===== src/rtl/lcd_time_writer_pkg.sv =====
// Shared definitions for the LCD time writer.
// Holds the FSM state and field-select encodings, the ASCII constants used
// to build characters, the number of LCD writes per transfer, counter widths
// and the snapshot clamp helper.
package lcd_time_writer_pkg;

    typedef enum logic [2:0] {
        StIdle  = 3'd0,
        StLoad  = 3'd1,
        StSetup = 3'd2,
        StEHigh = 3'd3,
        StGap   = 3'd4,
        StDone  = 3'd5
    } state_t;

    typedef enum logic [1:0] {
        FieldHour   = 2'd0,
        FieldMinute = 2'd1,
        FieldSecond = 2'd2
    } field_t;

    localparam logic [7:0] ASCII_ZERO  = 8'h30;
    localparam logic [7:0] ASCII_COLON = 8'h3A;

    // Address command plus "HH:MM:SS".
    localparam int unsigned NUM_WRITES = 9;

    // Cycle counter covers the 1..255 parameter range; index covers 0..8.
    localparam int unsigned CNT_W = 8;
    localparam int unsigned IDX_W = 4;

    function automatic logic [5:0] clamp59(input logic [5:0] v);
        return (v > 6'd59) ? 6'd59 : v;
    endfunction

endpackage


===== src/rtl/lcd_time_writer_if.sv =====
// Request/LCD bundle for the LCD time writer.
// Request side: start, hour, minute, second.
// LCD side: lcd_e, lcd_rs, lcd_rw, lcd_data; status: busy, done.
// master = requester/observer, slave = the writer itself.
interface lcd_time_writer_if;

    logic       start;
    logic [4:0] hour;
    logic [5:0] minute;
    logic [5:0] second;
    logic       lcd_e;
    logic       lcd_rs;
    logic       lcd_rw;
    logic [7:0] lcd_data;
    logic       busy;
    logic       done;

    modport master (
        output start, hour, minute, second,
        input  lcd_e, lcd_rs, lcd_rw, lcd_data, busy, done
    );

    modport slave (
        input  start, hour, minute, second,
        output lcd_e, lcd_rs, lcd_rw, lcd_data, busy, done
    );

endinterface


===== src/rtl/num_to_two_char.sv =====
// Converts a 0..63 binary value into two ASCII decimal digits.
// Ports: value (6-bit binary), tens_char / ones_char (ASCII digits).
// Purely combinational; uses a subtract chain instead of a divider.
module num_to_two_char
    import lcd_time_writer_pkg::*;
(
    input  logic [5:0] value,
    output logic [7:0] tens_char,
    output logic [7:0] ones_char
);

    logic [3:0] tens;
    logic [5:0] rem;

    always_comb begin
        tens = 4'd0;
        rem  = value;
        if (value >= 6'd60) begin
            tens = 4'd6;
            rem  = value - 6'd60;
        end else if (value >= 6'd50) begin
            tens = 4'd5;
            rem  = value - 6'd50;
        end else if (value >= 6'd40) begin
            tens = 4'd4;
            rem  = value - 6'd40;
        end else if (value >= 6'd30) begin
            tens = 4'd3;
            rem  = value - 6'd30;
        end else if (value >= 6'd20) begin
            tens = 4'd2;
            rem  = value - 6'd20;
        end else if (value >= 6'd10) begin
            tens = 4'd1;
            rem  = value - 6'd10;
        end
    end

    assign tens_char = ASCII_ZERO + {4'd0, tens};
    assign ones_char = ASCII_ZERO + {2'd0, rem};

endmodule


===== src/rtl/lcd_time_writer.sv =====
// Writes the current time to a character LCD as "HH:MM:SS".
// On start (in idle) the time is snapshotted (minute/second clamped to 59),
// then a DDRAM address command and eight characters are written, each as
// SETUP (1 cycle), E high (E_HIGH_CYCLES), E low gap (GAP_CYCLES).
// Ports: clk, rst_n (synchronous, active-low), bus (slave modport):
//   start/hour/minute/second in; lcd_e/lcd_rs/lcd_rw/lcd_data, busy, done out.
// All outputs are registered.
module lcd_time_writer
    import lcd_time_writer_pkg::*;
#(
    parameter int unsigned E_HIGH_CYCLES = 4,
    parameter int unsigned GAP_CYCLES    = 40,
    parameter logic [7:0]  ADDR_CMD      = 8'h80
) (
    input logic              clk,
    input logic              rst_n,
    lcd_time_writer_if.slave bus
);

    localparam logic [CNT_W-1:0] E_LAST   = CNT_W'(E_HIGH_CYCLES - 1);
    localparam logic [CNT_W-1:0] GAP_LAST = CNT_W'(GAP_CYCLES - 1);
    localparam logic [IDX_W-1:0] IDX_LAST = IDX_W'(NUM_WRITES - 1);

    state_t             state_q, state_d;
    logic [CNT_W-1:0]   cnt_q, cnt_d;
    logic [IDX_W-1:0]   idx_q, idx_d;
    logic [4:0]         hour_q, hour_d;
    logic [5:0]         minute_q, minute_d;
    logic [5:0]         second_q, second_d;
    logic [7:0]         data_q, data_d;
    logic               rs_q, rs_d;
    logic               e_q, e_d;
    logic               busy_q, busy_d;
    logic               done_q, done_d;

    field_t             fsel;
    logic [5:0]         conv_value;
    logic [7:0]         tens_char;
    logic [7:0]         ones_char;
    logic [7:0]         byte_sel;

    // Single shared converter; the field is chosen by the index about to be
    // presented, so the character is ready when SETUP is entered.
    always_comb begin
        fsel = FieldHour;
        case (idx_d)
            4'd4, 4'd5: fsel = FieldMinute;
            4'd7, 4'd8: fsel = FieldSecond;
            default:    fsel = FieldHour;
        endcase
    end

    always_comb begin
        conv_value = 6'd0;
        unique case (fsel)
            FieldHour:   conv_value = {1'b0, hour_q};
            FieldMinute: conv_value = minute_q;
            FieldSecond: conv_value = second_q;
            default:     conv_value = 6'd0;
        endcase
    end

    num_to_two_char u_conv (
        .value     (conv_value),
        .tens_char (tens_char),
        .ones_char (ones_char)
    );

    always_comb begin
        byte_sel = 8'h00;
        case (idx_d)
            4'd0:             byte_sel = ADDR_CMD;
            4'd1, 4'd4, 4'd7: byte_sel = tens_char;
            4'd2, 4'd5, 4'd8: byte_sel = ones_char;
            4'd3, 4'd6:       byte_sel = ASCII_COLON;
            default:          byte_sel = 8'h00;
        endcase
    end

    always_comb begin
        state_d  = state_q;
        cnt_d    = cnt_q;
        idx_d    = idx_q;
        hour_d   = hour_q;
        minute_d = minute_q;
        second_d = second_q;

        unique case (state_q)
            StIdle: begin
                if (bus.start) begin
                    state_d  = StLoad;
                    hour_d   = bus.hour;
                    minute_d = clamp59(bus.minute);
                    second_d = clamp59(bus.second);
                    idx_d    = '0;
                    cnt_d    = '0;
                end
            end
            StLoad: begin
                state_d = StSetup;
            end
            StSetup: begin
                state_d = StEHigh;
                cnt_d   = '0;
            end
            StEHigh: begin
                if (cnt_q == E_LAST) begin
                    state_d = StGap;
                    cnt_d   = '0;
                end else begin
                    cnt_d = cnt_q + CNT_W'(1);
                end
            end
            StGap: begin
                if (cnt_q == GAP_LAST) begin
                    cnt_d = '0;
                    if (idx_q == IDX_LAST) begin
                        state_d = StDone;
                    end else begin
                        idx_d   = idx_q + IDX_W'(1);
                        state_d = StSetup;
                    end
                end else begin
                    cnt_d = cnt_q + CNT_W'(1);
                end
            end
            StDone: begin
                state_d = StIdle;
            end
            default: begin
                state_d = StIdle;
            end
        endcase

        // Outputs are registered from the next state so they line up with it.
        e_d    = (state_d == StEHigh);
        busy_d = (state_d != StIdle);
        done_d = (state_d == StDone);

        // SETUP lasts one cycle, so entering it is the only load point;
        // data and RS then hold through E high, the gap and idle.
        data_d = data_q;
        rs_d   = rs_q;
        if (state_d == StSetup) begin
            data_d = byte_sel;
            rs_d   = (idx_d != '0);
        end
    end

    always_ff @(posedge clk) begin
        if (!rst_n) begin
            state_q  <= StIdle;
            cnt_q    <= '0;
            idx_q    <= '0;
            hour_q   <= '0;
            minute_q <= '0;
            second_q <= '0;
            data_q   <= '0;
            rs_q     <= 1'b0;
            e_q      <= 1'b0;
            busy_q   <= 1'b0;
            done_q   <= 1'b0;
        end else begin
            state_q  <= state_d;
            cnt_q    <= cnt_d;
            idx_q    <= idx_d;
            hour_q   <= hour_d;
            minute_q <= minute_d;
            second_q <= second_d;
            data_q   <= data_d;
            rs_q     <= rs_d;
            e_q      <= e_d;
            busy_q   <= busy_d;
            done_q   <= done_d;
        end
    end

    assign bus.lcd_e    = e_q;
    assign bus.lcd_rs   = rs_q;
    assign bus.lcd_rw   = 1'b0;
    assign bus.lcd_data = data_q;
    assign bus.busy     = busy_q;
    assign bus.done     = done_q;

endmodule


===== src/flat_wrapper.sv =====
// flat-port wrapper written by rule: the top's interface ports become plain ports
module lcd_time_writer_flat import lcd_time_writer_pkg::*;
#(
    parameter int unsigned E_HIGH_CYCLES = 4,
    parameter int unsigned GAP_CYCLES    = 40,
    parameter logic [7:0]  ADDR_CMD      = 8'h80
)
  (clk, rst_n, bus_start, bus_hour, bus_minute, bus_second, bus_lcd_e, bus_lcd_rs, bus_lcd_rw, bus_lcd_data, bus_busy, bus_done);
  lcd_time_writer_if bus_i ();
  input logic clk;
  input logic rst_n;
  input wire logic [$bits(bus_i.start)-1:0] bus_start;
  input wire logic [$bits(bus_i.hour)-1:0] bus_hour;
  input wire logic [$bits(bus_i.minute)-1:0] bus_minute;
  input wire logic [$bits(bus_i.second)-1:0] bus_second;
  output wire logic [$bits(bus_i.lcd_e)-1:0] bus_lcd_e;
  output wire logic [$bits(bus_i.lcd_rs)-1:0] bus_lcd_rs;
  output wire logic [$bits(bus_i.lcd_rw)-1:0] bus_lcd_rw;
  output wire logic [$bits(bus_i.lcd_data)-1:0] bus_lcd_data;
  output wire logic [$bits(bus_i.busy)-1:0] bus_busy;
  output wire logic [$bits(bus_i.done)-1:0] bus_done;
  assign bus_i.start = bus_start;
  assign bus_i.hour = bus_hour;
  assign bus_i.minute = bus_minute;
  assign bus_i.second = bus_second;
  assign bus_lcd_e = bus_i.lcd_e;
  assign bus_lcd_rs = bus_i.lcd_rs;
  assign bus_lcd_rw = bus_i.lcd_rw;
  assign bus_lcd_data = bus_i.lcd_data;
  assign bus_busy = bus_i.busy;
  assign bus_done = bus_i.done;
  lcd_time_writer #(.E_HIGH_CYCLES(E_HIGH_CYCLES), .GAP_CYCLES(GAP_CYCLES), .ADDR_CMD(ADDR_CMD)) u_core (.clk(clk), .rst_n(rst_n), .bus(bus_i));
endmodule

===== config.mk =====
export PLATFORM = sky130hd
export DESIGN_NAME = lcd_time_writer_flat
export DESIGN_NICKNAME = d
export VERILOG_FILES = /design/src/rtl/lcd_time_writer_pkg.sv /design/src/rtl/lcd_time_writer_if.sv /design/src/rtl/num_to_two_char.sv /design/src/rtl/lcd_time_writer.sv /design/src/flat_wrapper.sv
export SDC_FILE = /design/constraint.sdc
export NUM_CORES = 1
export LEC_CHECK = 0
export ABC_AREA = 1
export CORE_ASPECT_RATIO = 1.2
export CORE_MARGIN = 2
export CORE_UTILIZATION = 51
export DETAILED_ROUTE_END_ITERATION = 12
export PLACE_DENSITY = 0.81
export SLEW_MARGIN = 5
export SYNTH_ARGS = -nofsm -noshare
export SYNTH_HDL_FRONTEND = slang
export SYNTH_SLANG_ARGS = --single-unit
export TNS_END_PERCENT = 20

===== constraint.sdc =====
create_clock -name clk -period 9.2 [get_ports clk]
set_clock_uncertainty 0.2 [all_clocks]
set_input_delay 2.3 -clock clk [delete_from_list [all_inputs] [get_ports clk]]
set_output_delay 2.3 -clock clk [all_outputs]
set_load 0.01 [all_outputs]

==> results_dict.tcl <==
set metrics [dict create \
    first_global_vias 2776 \
    synth_seq_cells 44 \
    grt_overflow 0 \
    min_period_over_period 0.6651 \
    core_um2 5973 \
    cp_slowest_stage_delay_ns 0.41 \
    path_buf_inv 3 \
    worstPathArrival_ns 6.14 \
    design_area_um2 3571 \
    critPathRequiredTime_ns 9.22 \
    num_antenna_cells 0 \
    rsz0062_at_grt "no" \
    hpwl_mm 5.627 \
    finalCriticalPeriod_ns 6.119 \
    hold_ws_ns 0.2706 \
    synthFlopType "dfxtp_1" \
    placedCellCount 568 \
    rrSetupSlack_ns 4.93 \
    antenna_found_initial 0 \
    drc 0 \
    rows 31 \
    drtAntennaViolNets 0 \
    syn_area_um2 3099 \
    slew_headroom 0.3618 \
    multi_input_area_um2 1932 \
    clk_pin_slew_ns 0.09 \
    hold_depth 2 \
    postCtsSetupBuffers 0 \
    holdPathEnd "u_core.bus.lcd_rs" \
    drt-initial-drc-count 149 \
    cts-resized-gates 0 \
    first_pass_iters 4 \
    track_usage 0.2240 \
    maxCapViolations 0 \
    nets 529 \
    die_w_um 75.16 \
    end_kind "flip-flop" \
    reg2reg_to "u_core.bus.lcd_data[5]" \
    synth_nets 500 \
    fmax_mhz 163.4 \
    avgSynthCellArea_um2 6.679 \
    h-tree-depth 2 \
    synth_edf_count 0 \
    root_buffer "clkbuf_8" \
    place.gp.congestion 1.002 \
    p_leak_nw 1.624 \
    tightest_slew_ns 0.9563 \
    die_area_um2 6719 \
    yosysSeqAreaShare 0.2842 \
    clkSinkCount 44 \
    fill_cells 602 \
    hp-start "u_core.bus.lcd_rs" \
    cts_tree "done" \
    clock_latency_ns 0.30 \
    setup_viol 0 \
    area_growth_pct 15.22 \
    cp_common_cell "nand2_1" \
    worstSetupPathType "primary input to flip-flop" \
    p_per_area_nw_per_um2 118.7 \
    crit_fanout 8 \
    post_drt_via_cell_ratio 5.182 \
    vias 2985 \
    drt-wirelength-per-cell_um 12.35 \
    slew_viol_final 0 \
    hold_path_class "flip-flop to flip-flop" \
    synthArstFlopShare 0 \
    clockBufferDepth 2 \
    initial_core_util 0.5189 \
    drive_above_1_share 0.1478 \
    critPathTopFamily "simple AND/OR/NAND/NOR gates" \
    hold_buffers 0 \
    hold_violations 0 \
    tns_ns 0 \
    reg2reg_depth 26 \
    critPathSlowestCell "clkdlybuf4s50_1" \
    regArea_um2 880.8 \
    dpl_cell_area_um2 3473 \
    io_buffers 31 \
    yosys_warnings 0 \
    pre_cts_slack_ns 2.786 \
    die_y_um 89.40 \
    final_cells 576 \
    wirelength_mm 7.115 \
    r2r-start "u_core.idx_q[0]" \
    peakVddDrop_v 0.00009117 \
    status "complete, no violations" \
    io_pins 33 \
    grt_max_degree 32 \
    start_kind "primary input" \
    grt_pass1_wl_mm 11.90 \
    syn_inst 464 \
    numCtsBuffers 5 \
    synth_cell_types 43 \
    final.setup.worst_slack_ns 3.081 \
]
-- cells by family (layout without fill, tap and decap cells) --
group                      after synthesis  count (layout)  share of synthesized area
and+or+nand+nor                        248             248                     0.4086
AOI/OAI and AO/OA                       76              76                     0.1377
buffers and inverters                   75             105                    0.09245
DFF                                     44              44                     0.2842
adders and majority gates               16              16                    0.06459
xor gates and xnor gates                 4               4                    0.01131
other                                    1               1                   0.001210
-- how the worst max path moves through the flow --
stage / from / endpoint / slack [ns] / cells past startpoint
4_1_cts: bus_start / u_core.bus.lcd_data[5] / 3.11 / 25
6_report: bus_start / u_core.bus.lcd_data[5] / 3.08 / 25
3_5_place_dp: bus_start / u_core.bus.lcd_data[5] / 2.79 / 25
3_3_place_gp: bus_start / u_core.bus.lcd_data[5] / 2.84 / 25
5_1_grt: bus_start / u_core.bus.lcd_data[5] / 2.73 / 25
2_1_floorplan: bus_start / u_core.bus.lcd_data[5] / 3.77 / 23
-- metal layers --
layer,vias up,share of wire,GRT usage
li1,1550,-,-
met1,1359,0.45,0.2716
met2,66,0.50,0.4043
met3,10,0.036,0.03382
met4,0,0.014,0.06699
met5,-,0,0
-- area by class of cell --
class | instances | area share
multi-input cells | 345 | 0.5410
flip-flops and latches | 44 | 0.2467
clock buffers | 6 | 0.02313
clock inverters | 2 | 0.004205
well taps | 82 | 0.02873
repair buffers | 31 | 0.08690
inverters | 66 | 0.06938
-- cell usage after synthesis (2+ instances only) --
master / number / area share
a211oi_1: 2 / 0.0048
a21oi_1: 35 / 0.057
a21oi_2: 2 / 0.0057
a31oi_1: 6 / 0.012
clkbuf_1: 7 / 0.0085
dfxtp_1: 44 / 0.28
ha_1: 16 / 0.065
inv_1: 50 / 0.061
inv_2: 15 / 0.018
nand2_1: 126 / 0.15
nand2_2: 17 / 0.034
nand2_4: 5 / 0.018
nand3_1: 28 / 0.045
nand3_2: 6 / 0.019
nand3_4: 4 / 0.023
nand4_1: 5 / 0.010
nor2_1: 33 / 0.040
nor2_2: 5 / 0.010
nor2_4: 8 / 0.029
nor3_1: 3 / 0.0048
nor4_1: 2 / 0.0040
o21ai_0: 20 / 0.032
o21ai_1: 2 / 0.0032
or3_1: 2 / 0.0040
xor2_1: 3 / 0.0085
-- worst min-delay path, delay by kind of cell, from the launching register on --
family | cells | cell delay (ns)
AND/OR/NAND/NOR | 1 | 0.06
AO/OA/AOI/OAI | 1 | 0.05
flip-flops | 1 | 0.32
-- registers in the layout (all words and copies together) (netlist names) --
| register | cells |
|---|---|
| u_core.hour_q | 5 |
| u_core.bus.busy | 1 |
| u_core.bus.lcd_rs | 1 |
| u_core.state_q | 3 |
| u_core.bus.lcd_data | 8 |
| u_core.bus.done | 1 |
| u_core.minute_q | 6 |
| u_core.cnt_q | 8 |
| u_core.second_q | 6 |
| u_core.idx_q | 4 |
| u_core.bus.lcd_e | 1 |
-- where the power goes --
part | total (mW) | internal [mW] | switching, mW
Clock | 0.130 | 0.0608 | 0.0690
Combinational | 0.0880 | 0.0331 | 0.0549
Sequential | 0.206 | 0.200 | 0.00598
Total | 0.424 | 0.294 | 0.130
-- metrics by stage --
| step | power, mW | utilization |
|---|---|---|
| after floorplan | 0.2698 | - |
| after global placement | 0.2970 | 0.5815 |
| after detailed placement | 0.2977 | 0.5815 |
| after CTS | 0.4260 | 0.5978 |
| after global routing | 0.4457 | 0.5978 |
| final | 0.4240 | 0.5978 |
-- cell usage in the layout, fill, tap and decap left out, types with 15 or more instances in the layout --
master           netlist  layout
o21ai_0               20      20
nand3_1               28      28
inv_1                 50      50
nand2_1              126     126
nand2_2               17      17
clkdlybuf4s50_1        0      31
a21oi_1               35      35
inv_2                 15      15
ha_1                  16      16
dfxtp_1               44      44
nor2_1                33      33
No activity file was read; power rests on OpenSTA's default activity.
